<file path="src/rtl/fp_cvt_w_stage.sv">
// Issue/collect wrapper for a fixed-latency FP32->Int33 converter (RISC-V fcvt.w[u].s, RTZ).
// Classifies at accept, carries sideband alongside the converter, saturates and buffers results under credit control.
module fp_cvt_w_stage #(
    parameter int LATENCY    = 3,
    parameter int TAG_W      = 8,
    parameter int FIFO_DEPTH = 4
) (
    input  logic             clk,
    input  logic             areset_n,
    input  logic             in_valid,
    output logic             in_ready,
    input  logic [31:0]      in_a,
    input  logic             in_unsig,
    input  logic [TAG_W-1:0] in_tag,
    output logic [31:0]      cvt_a,
    input  logic [32:0]      cvt_q,
    output logic             out_valid,
    input  logic             out_ready,
    output logic [31:0]      out_data,
    output logic             out_nv,
    output logic [TAG_W-1:0] out_tag
);
    localparam int AW    = $clog2(FIFO_DEPTH);
    localparam int SB_W  = 1 + 3 + TAG_W;
    localparam int ENT_W = 1 + 32 + TAG_W;

    localparam logic [2:0] CLS_OK      = 3'd0;
    localparam logic [2:0] CLS_NAN     = 3'd1;
    localparam logic [2:0] CLS_POS     = 3'd2;
    localparam logic [2:0] CLS_NEG     = 3'd3;
    localparam logic [2:0] CLS_NEG_LT1 = 3'd4;

    localparam logic [AW:0] DEPTH_C = (AW+1)'(FIFO_DEPTH);
    localparam logic [AW:0] ONE_C   = (AW+1)'(1);

    logic              accept, push, pop, fifo_empty;
    logic              a_s, a_nan;
    logic [7:0]        a_e;
    logic [2:0]        in_cls;
    logic [AW:0]       count_q, count_d, wr_ptr_q, wr_ptr_d, rd_ptr_q, rd_ptr_d;
    logic [LATENCY-1:0] vld_q;
    logic [SB_W-1:0]   sb_q [LATENCY];
    logic              p_uns;
    logic [2:0]        p_cls;
    logic [TAG_W-1:0]  p_tag;
    logic [31:0]       push_data;
    logic              push_nv;
    logic [ENT_W-1:0]  mem_q [FIFO_DEPTH];
    logic [ENT_W-1:0]  head;
    logic              unused_q_msb;

    assign cvt_a        = in_a;
    assign unused_q_msb = cvt_q[32];

    // Credits cover both the converter pipe and the FIFO, so a push can never overflow.
    assign in_ready = areset_n & (count_q < DEPTH_C);
    assign accept   = in_valid & in_ready;

    assign a_s   = in_a[31];
    assign a_e   = in_a[30:23];
    assign a_nan = (a_e == 8'hFF) && (in_a[22:0] != 23'd0);

    always_comb begin
        in_cls = CLS_OK;
        if (a_nan) begin
            in_cls = CLS_NAN;
        end else if (in_unsig) begin
            if (!a_s && a_e >= 8'd159)      in_cls = CLS_POS;
            else if (a_s && a_e >= 8'd127)  in_cls = CLS_NEG;
            else if (a_s)                   in_cls = CLS_NEG_LT1;
        end else begin
            if (!a_s && a_e >= 8'd158)      in_cls = CLS_POS;
            else if (a_s && a_e >= 8'd158 && in_a != 32'hCF00_0000) in_cls = CLS_NEG;
        end
    end

    always_ff @(posedge clk or negedge areset_n) begin
        if (!areset_n) begin
            vld_q <= '0;
            for (int i = 0; i < LATENCY; i++) sb_q[i] <= '0;
        end else begin
            vld_q   <= {vld_q[LATENCY-2:0], accept};
            sb_q[0] <= {in_unsig, in_cls, in_tag};
            for (int i = 1; i < LATENCY; i++) sb_q[i] <= sb_q[i-1];
        end
    end

    assign push = vld_q[LATENCY-1];
    assign {p_uns, p_cls, p_tag} = sb_q[LATENCY-1];

    always_comb begin
        push_data = cvt_q[31:0];
        push_nv   = 1'b0;
        case (p_cls)
            CLS_NAN, CLS_POS: begin
                push_data = p_uns ? 32'hFFFF_FFFF : 32'h7FFF_FFFF;
                push_nv   = 1'b1;
            end
            CLS_NEG: begin
                push_data = p_uns ? 32'h0000_0000 : 32'h8000_0000;
                push_nv   = 1'b1;
            end
            CLS_NEG_LT1: push_data = 32'h0000_0000;
            default: ;
        endcase
    end

    always_ff @(posedge clk) begin
        if (push) mem_q[wr_ptr_q[AW-1:0]] <= {push_nv, push_data, p_tag};
    end

    assign fifo_empty = (wr_ptr_q == rd_ptr_q);
    assign out_valid  = !fifo_empty;
    assign pop        = out_valid & out_ready;
    assign head       = mem_q[rd_ptr_q[AW-1:0]];
    assign out_data   = out_valid ? head[TAG_W +: 32] : 32'h0;
    assign out_nv     = out_valid & head[ENT_W-1];
    assign out_tag    = out_valid ? head[TAG_W-1:0] : '0;

    always_comb begin
        wr_ptr_d = push ? wr_ptr_q + ONE_C : wr_ptr_q;
        rd_ptr_d = pop  ? rd_ptr_q + ONE_C : rd_ptr_q;
        count_d  = count_q;
        if (accept && !pop)      count_d = count_q + ONE_C;
        else if (!accept && pop) count_d = count_q - ONE_C;
    end

    always_ff @(posedge clk or negedge areset_n) begin
        if (!areset_n) begin
            wr_ptr_q <= '0;
            rd_ptr_q <= '0;
            count_q  <= '0;
        end else begin
            wr_ptr_q <= wr_ptr_d;
            rd_ptr_q <= rd_ptr_d;
            count_q  <= count_d;
        end
    end

    a_no_overflow: assert property (@(posedge clk) disable iff (!areset_n)
        !(push && (wr_ptr_q[AW] != rd_ptr_q[AW]) && (wr_ptr_q[AW-1:0] == rd_ptr_q[AW-1:0])));
endmodule

</file>
<file path="config.mk">
export PLATFORM = sky130hd
export DESIGN_NAME = fp_cvt_w_stage
export DESIGN_NICKNAME = d
export VERILOG_FILES = /design/src/rtl/fp_cvt_w_stage.sv
export SDC_FILE = /design/constraint.sdc
export NUM_CORES = 1
export LEC_CHECK = 0
export CORE_UTILIZATION = 52
export DETAILED_ROUTE_END_ITERATION = 10
export PLACE_DENSITY_LB_ADDON = 0.25
export SLEW_MARGIN = 20
export SYNTH_ARGS = -nofsm -noshare
export SYNTH_HDL_FRONTEND = slang
export SYNTH_SLANG_ARGS = --single-unit
export TNS_END_PERCENT = 10
</file>
<file path="constraint.sdc">
create_clock -name clk -period 2.6 [get_ports clk]
set_clock_uncertainty 0.15 [all_clocks]
set_input_delay 0.52 -clock clk [delete_from_list [all_inputs] [get_ports clk]]
set_output_delay 0.52 -clock clk [all_outputs]
set_load 0.03 [all_outputs]
</file>
==> implementation parameters, run 1 <==
Parameter                              Value

Status
  Outcome ... finished, violations left
  Violations in the final reports ... hold timing, setup timing

STA
  Fin crit share ... 105.4%
  Worst-Margin Slew ... 586.9 ps
  Min Tclk post-route ... 2742 ps
  Max-slew violation total from the final report ... 0
  Timing-limited maximum frequency ... 0.3647 GHz
  Fin Hold WS ... -3.977 ps
  Unrepaired setup endpoints after global routing ... true
  Number of hold violations in the final report ... 10
  Final number of setup-violating endpoints ... 41
  Worst setup margin ... -141.7 ps
  Worst slew slack as a fraction of its limit ... 60.88%

Setup path
  Critical path, cell by cell ... buf_12 > mux4_2 > nor2b_1 > buf_4
  Bufs and invs on worst path ... 2
  FF-to-FF setup slack ... 260 ps
  Worst setup path category ... flip-flop to output pin
  CP peak stage delay ... 530 ps
  Biggest fanout along the worst timing path ... 21
  Top cell family by delay on the critical path ... multiplexers
  Depth of the worst register-to-register path ... 10
  CP max-delay cell ... sky130_fd_sc_hd__mux4_2
  Required time of the critical path ... 1930 ps
  Crit path launch type ... flip-flop
  Worst reg2reg path endpoint ... count_q[2]$_DFFE_PN0P_
  Critical register-to-register path startpoint ... rd_ptr_q[0]$_DFFE_PN0P_
  Worst setup EP type ... output pin
  Arrival time at the worst endpoint ... 2070 ps

Yosys
  Post-synth ARST share ... 22.64%
  Dominant combinational cell family by area after synthesis ... multiplexers
  Cell type with the highest aggregate area in the netlist ... sky130_fd_sc_hd__edfxtp_1
  Commonest register cell after synthesis ... sky130_fd_sc_hd__edfxtp_1
  Synthesized cell area ... 8437 µm²
  Net count after synthesis ... 542
  #FFs+latches synth ... 212
  Count of distinct cell types in the synthesized netlist ... 37
  Number of enable-type register cells in the synthesized netlist ... 164
  Fraction of post-synthesis cell area in the top cell type by area ... 58.37%
  Synth Area in Simple Gates ... 5.769%
  Mean instance size in the synthesized netlist ... 18.46 µm²
  Instance count of the mapped netlist ... 457
  Share of synthesized area spent on multiplexers ... 11.21%
  Yosys synthesis warning count ... 0
  Xor-xnor portion of the synthesized cell area ... 1.350%
  Synth Area in Compound Gates ... 3.500%
  Fraction of the yosys area taken by sequential cells ... 72.61%
  Adder-cell share of the synthesized area ... 1.246%
  Cell types occupying the most area after synthesis ... sky130_fd_sc_hd__edfxtp_1, sky130_fd_sc_hd__dfrtp_1, sky130_fd_sc_hd__mux4_2

Finish
  Layout cells sized above 1 ... 23.94%
  Count of placed standard cells in the final layout, fillers left out ... 830
  Post-route cell area ... 10700 µm²
  Utilization of the core after routing ... 67.34%
  Most frequent standard cell in the layout excluding fill and tap cells ... sky130_fd_sc_hd__edfxtp_1
  Commonest cells after routing, fill and taps aside ... sky130_fd_sc_hd__edfxtp_1, sky130_fd_sc_hd__clkdlybuf4s50_1, sky130_fd_sc_hd__buf_4, sky130_fd_sc_hd__dfrtp_1, sky130_fd_sc_hd__nor2b_1
  # fillers ... 1103
  Area growth from synthesis to layout ... 26.78%
  Diodes inserted ... 0
  Count of nets after finishing ... 685

Place
  Post-place setup slack ... 179.7 ps
  Detail Placement HPWL ... 9083 µm
  Placed instance area ... 10040 µm²
  Number of placed instances, taps included ... 793
  Number of buffers added on ports ... 151
  Routability-driven placement congestion ratio ... 0.7180

Power
  Portion of total power attributed to combinational logic ... 40.2%
  Part of the power in registers ... 35.4%
  Clock network fraction of design power ... 24.4%
  Peak supply drop ... 0.0004996 V
  Power density relative to cell area ... 1108 nW/µm²
  Switching power as a share of total power ... 34.20%
  Internal power ... 7.795 mW
  Static Leakage ... 3.941 nW
  Sw Pwr ... 4.052 mW

GRT
  Global-route wire length before repair ... 24410 µm
  Overall overflow remaining after global route ... 0
  Global routing usage summed across all routing layers ... 19.57%
  Initial antenna violation count ... 0
  Number of global-route vias before repair ... 4597
  Largest net degree at the start of global routing ... 49

Clock tree
  Clock tree from TritonCTS ... built
  Setup Buffers After CTS ... 0
  Clock slew at the register clock pins of the worst setup and hold paths ... 60 ps
  Deepest clock path buffer count ... 3
  Clock buffer count from CTS ... 21
  Library cell used as clock root buffer ... sky130_fd_sc_hd__clkbuf_16
  Clock Latency Late Sink ... 490 ps
  TritonCTS Sinks ... 212
  Total number of H-tree levels ... 1
  Count of hold buffers inserted by post-cts repair ... 0

Job
  Number of violations of the max-capacitance limit ... 0

Routing
  Via-per-instance ratio ... 5.339
  Initial DRC Count ... 342
  Routed wire per std cell ... 18.80 µm
  Sum of routed wire length over all layers ... 15610 µm
  Final ANT Viol Nets ... 0
  Total DRC errors in the routed layout ... 0
  Count of vias placed by the detailed router ... 4431
  Detailed-router iteration count before antenna repair ... 4

Floorplan
  Horizontal extent of the die ... 129.4 µm
  Number of I/O pins ... 153
  Starting density of the core ... 53.11%
  Core outline area ... 15890 µm²
  Die Footprint ... 16740 µm²
  Row cnt ... 46
  Die height ... 129.4 µm

Hold path
  Worst min path class ... primary input to asynchronous set/reset pin
kinds of logic (layout without fill, tap and decap cells):
logic type | count (synthesis) | in the layout
flops | 212 | 212
simple gates | 83 | 83
buf+inv | 57 | 214
mux | 43 | 43
compound gates | 41 | 41
xor+xnor | 13 | 13
fa+ha+maj | 8 | 8
layout make-up:
cell class | count | area [µm²] | area share, %
Timing Repair Buffer | 172 | 1642 | 15.35
Sequential cell | 212 | 6131 | 57.32
Clock buffer | 30 | 600.6 | 5.615
Tap cell | 216 | 270.3 | 2.527
Clock inverter | 7 | 61.31 | 0.5732
Multi-Input combinational cell | 188 | 1973 | 18.45
Inverter | 5 | 18.77 | 0.1755
per-layer routing:
| layer | up-vias | wire (µm) | track usage, % | share of wire [%] |
|---|---|---|---|---|
| li1 | 2003 | - | - | - |
| met2 | 169 | 7971 | 33.43 | 51 |
| met5 | - | 0 | 0 | 0 |
| met1 | 2232 | 6425 | 25.71 | 41 |
| met3 | 27 | 878 | 2.890 | 5.6 |
| met4 | 0 | 333 | 7.266 | 2.1 |
what timing repair did:
action,in CTS,in global routing
endpoints found under the setup margin,42,42
resized for setup,1,2
hold endpoints to repair,0,0
cloned,0,0
worst register-to-register path: stages, from the launching register on:
cell and delay, ps:
sky130_fd_sc_hd__dfrtp_4 510, sky130_fd_sc_hd__xor2_1 200, sky130_fd_sc_hd__nor3_4 220, sky130_fd_sc_hd__inv_2 100, sky130_fd_sc_hd__nand2_2 90, sky130_fd_sc_hd__ha_1 160, sky130_fd_sc_hd__inv_1 50, sky130_fd_sc_hd__fa_1 370
sky130_fd_sc_hd__xor2_1 150, sky130_fd_sc_hd__nor2_1 110, sky130_fd_sc_hd__xor2_1 160
how the worst max path moves through the flow:
stage / startpoint / endpoint / slack (ps) / depth (start not counted)
floorplan: areset_n / count_q[2]$_DFFE_PN0P_ / 180 / 8
global placement: in_a[23] / cvt_a[23] / 190 / 2
detailed placement: in_a[23] / cvt_a[23] / 180 / 2
CTS: rd_ptr_q[0]$_DFFE_PN0P_ / out_nv / -180 / 4
global route: rd_ptr_q[0]$_DFFE_PN0P_ / out_nv / -220 / 4
finish: rd_ptr_q[0]$_DFFE_PN0P_ / out_nv / -140 / 4
state kept, by name (all words and copies together) (netlist names):
| signal | flops |
|---|---|
| rd_ptr_q | 3 |
| sb_q | 24 |
| p_cls | 3 |
| vld_q | 3 |
| wr_ptr_q | 3 |
| count_q | 3 |
| p_uns | 1 |
| p_tag | 8 |
| mem_q | 164 |
power by group through the flow:
stage / clock network (mW) / registers [mW] / logic [mW]
floorplan: 0 / 4.20 / 3.18
global placement: 0 / 4.23 / 4.77
detailed placement: 0 / 4.26 / 4.83
CTS: 2.95 / 4.20 / 4.84
global route: 3.10 / 4.22 / 5.07
finish: 2.89 / 4.19 / 4.77
per-stage QoR:
step	hold WS, ps	setup TNS, ps	total power, mW
5_1_grt	48.83	-6497	12.39
6_report	-3.977	-3392	11.85
2_1_floorplan	74.41	0	7.383
4_1_cts	21.78	-4855	11.98
3_3_place_gp	181.8	0	9.001
3_5_place_dp	184.7	0	9.089
cells in the mapped netlist, types with 3 or more instances:
master	instances
sky130_fd_sc_hd__a21o_1	31
sky130_fd_sc_hd__a21oi_1	3
sky130_fd_sc_hd__and2_1	5
sky130_fd_sc_hd__buf_2	8
sky130_fd_sc_hd__buf_4	37
sky130_fd_sc_hd__clkbuf_1	6
sky130_fd_sc_hd__dfrtp_1	48
sky130_fd_sc_hd__edfxtp_1	164
sky130_fd_sc_hd__ha_1	6
sky130_fd_sc_hd__inv_1	4
sky130_fd_sc_hd__mux4_2	41
sky130_fd_sc_hd__nand2_1	4
sky130_fd_sc_hd__nor2_1	12
sky130_fd_sc_hd__nor2b_1	42
sky130_fd_sc_hd__nor3_1	4
sky130_fd_sc_hd__nor4_1	5
sky130_fd_sc_hd__o21ai_0	3
sky130_fd_sc_hd__xnor2_1	5
sky130_fd_sc_hd__xor2_1	8
Note: power is estimated with default switching activity, not from simulation.
==> run 2, diff against run 1 <==
==> constraint.sdc (replaced) <==
create_clock -name clk -period 2.6 [get_ports clk]
set_clock_uncertainty 0.15 [all_clocks]
set_input_delay 0.52 -clock clk [delete_from_list [all_inputs] [get_ports clk]]
set_output_delay 0.52 -clock clk [all_outputs]
set_load 0.02 [all_outputs]
==> implementation parameters, run 2 (synthesis gave the netlist of run 1 again) <==
Parameter                              Value

Floorplan
  Die height ... 129.4 µm (unchanged)
  Die Footprint ... 16740 µm² (unchanged)
  Number of I/O pins ... 153 (unchanged)
  Horizontal extent of the die ... 129.4 µm (unchanged)
  Row cnt ... 46 (unchanged)
  Core outline area ... 15890 µm² (unchanged)
  Starting density of the core ... 53.11% (unchanged)

Finish
  Area growth from synthesis to layout ... 28.93%
  Count of nets after finishing ... 693 (+1.2%)
  Commonest cells after routing, fill and taps aside ... sky130_fd_sc_hd__edfxtp_1, sky130_fd_sc_hd__clkdlybuf4s50_1, sky130_fd_sc_hd__dfrtp_1, sky130_fd_sc_hd__mux4_2, sky130_fd_sc_hd__nor2b_1
  Largest register FFs ... 164 (unchanged)
  Count of placed standard cells in the final layout, fillers left out ... 838 (+0.96%)
  Most frequent standard cell in the layout excluding fill and tap cells ... sky130_fd_sc_hd__edfxtp_1
  Utilization of the core after routing ... 68.48% (+1.1 points)
  Diodes inserted ... 0 (unchanged)
  Layout cells sized above 1 ... 26.05% (+2.1 points)

STA
  Final number of setup-violating endpoints ... 40 (-2.4%)
  Number of hold violations in the final report ... 0 (-10)
  Worst slew slack as a fraction of its limit ... 61.30% (+0.43 points)
  Max-slew violation total from the final report ... 0 (unchanged)
  Timing-limited maximum frequency ... 0.3699 GHz (+1.4%)
  Fin crit share ... 104.0% (-1.5 points)
  Min Tclk post-route ... 2703 ps (-38.19 ps)
  Unrepaired setup endpoints after global routing ... true
  Worst setup margin ... -103.5 ps (+38.19 ps)
  Sum of negative setup slack ... -2986 ps (+405.8 ps)
  Worst-Margin Slew ... 580.4 ps (-6.412 ps)

GRT
  Global-route wire length before repair ... 25350 µm (+3.9%)
  Overall overflow remaining after global route ... 0 (unchanged)
  Global routing usage summed across all routing layers ... 20.32% (+0.75 points)
  Initial antenna violation count ... 0 (unchanged)
  Largest net degree at the start of global routing ... 49 (unchanged)
  Number of global-route vias before repair ... 4793 (+4.3%)

Setup path
  Arrival time at the worst endpoint ... 2030 ps (-40 ps)
  Worst setup EP type ... output pin
  Crit path launch type ... flip-flop
  Worst setup path category ... flip-flop to output pin
  Required time of the critical path ... 1930 ps (about the same)
  Biggest fanout along the worst timing path ... 7 (-67%)
  Depth of the worst register-to-register path ... 12 (+2)

Routing
  Count of vias placed by the detailed router ... 4503 (+1.6%)
  Routed wire per std cell ... 19.65 µm (+4.5%)
  Final ANT Viol Nets ... 0 (unchanged)
  Via-per-instance ratio ... 5.374 (+0.65%)
  Total DRC errors in the routed layout ... 0 (unchanged)
  Initial DRC Count ... 286 (-16%)
  Detailed-router iteration count before antenna repair ... 6 (+2)
  Sum of routed wire length over all layers ... 16470 µm (+5.5%)

Place
  Number of buffers added on ports ... 151 (unchanged)
  Detail Placement HPWL ... 9782 µm (+7.7%)
  Routability-driven placement congestion ratio ... 0.6968 (-3.0%)
  Number of placed instances, taps included ... 792 (-0.13%)

Clock tree
  Clock buffer count from CTS ... 21 (unchanged)
  Total number of H-tree levels ... 1 (unchanged)
  Library cell used as clock root buffer ... sky130_fd_sc_hd__clkbuf_16
  Clock tree from TritonCTS ... built
  Clock Latency Late Sink ... 490 ps (about the same)
  Clock slew at the register clock pins of the worst setup and hold paths ... 60 ps (about the same)
  TritonCTS Sinks ... 212 (unchanged)
  Deepest clock path buffer count ... 3 (unchanged)

Power
  Tot Pwr ... 11.85 mW (about the same)
  Peak supply drop ... 0.0007324 V (+47%)
  Static Leakage ... 4.024 nW (+2.1%)
  Power density relative to cell area ... 1090 nW/µm² (-1.6%)

Job
  Number of violations of the max-capacitance limit ... 0 (unchanged)

Hold path
  Worst min path class ... primary input to asynchronous set/reset pin

Status
  Violations in the final reports ... setup timing
  Outcome ... finished, violations left
run 2: path summary, 6_finish.rpt:
path	to	slack, ps	start
worst max-delay path	out_tag[5]	-100	rd_ptr_q[0]$_DFFE_PN0P_
worst min-delay path	p_tag[0]$_DFF_PN0_	10	areset_n
worst max register to register	count_q[2]$_DFFE_PN0P_	70	rd_ptr_q[0]$_DFFE_PN0P_
worst min register to register	p_tag[1]$_DFF_PN0_	200	sb_q[13]$_DFF_PN0_
max in group asynchronous	rd_ptr_q[0]$_DFFE_PN0P_	1850	areset_n
min in group clk	p_tag[1]$_DFF_PN0_	200	sb_q[13]$_DFF_PN0_
run 2: final cells by class:
cell class	count	area, µm²
clock buffers	23	533.0
clock inverters	14	143.9
fillers	1040	5007
inverters	5	18.77
multi-input cells	188	2026
flip-flops and latches	212	6131
well taps	216	270.3
repair buffers	180	1755
run 2: per-layer routing:
layer	GRT usage [%]	routed length, µm	up-vias
li1	-	-	2023
met1	26.80	6852	2298
met5	0	0	-
met3	2.725	788	22
met2	35.86	8590	160
met4	5.190	239	0
run 2: per-stage QoR:
| stage | cell area [µm²] | worst slack, ps | hold slack, ps |
|---|---|---|---|
| 2_1_floorplan | 8437 | 248.2 | 74.41 |
| 6_report | 10880 | -103.5 | 10.25 |
| 3_3_place_gp | 10150 | -41.18 | 181.5 |
| 4_1_cts | 10750 | -165.5 | 43.30 |
| 3_5_place_dp | 10150 | -59.51 | 185.5 |
| 5_1_grt | 10880 | -166.6 | 72.16 |
run 2: what timing repair did:
action,CTS,global route
gates resized for setup,191,26
hold buffers,0,0
buffers inserted,6,4
cloned,1,2
pin swaps,3,3
endpoints found under the setup margin,43,44
hold endpoints to repair,0,0
run 2: critical path, stage by stage (launching register included):
cell	delay, ps
sky130_fd_sc_hd__dfrtp_4	440
sky130_fd_sc_hd__buf_8	150
sky130_fd_sc_hd__buf_12	140
sky130_fd_sc_hd__mux4_2	510
sky130_fd_sc_hd__nor2b_1	150
sky130_fd_sc_hd__buf_4	150
run 2: report_power, final:
part	switching, mW	total [mW]	internal, mW
Sequential	0.148	4.20	4.05
Clock	1.20	2.97	1.77
Combinational	2.44	4.68	2.25
Total	3.78	11.9	8.07
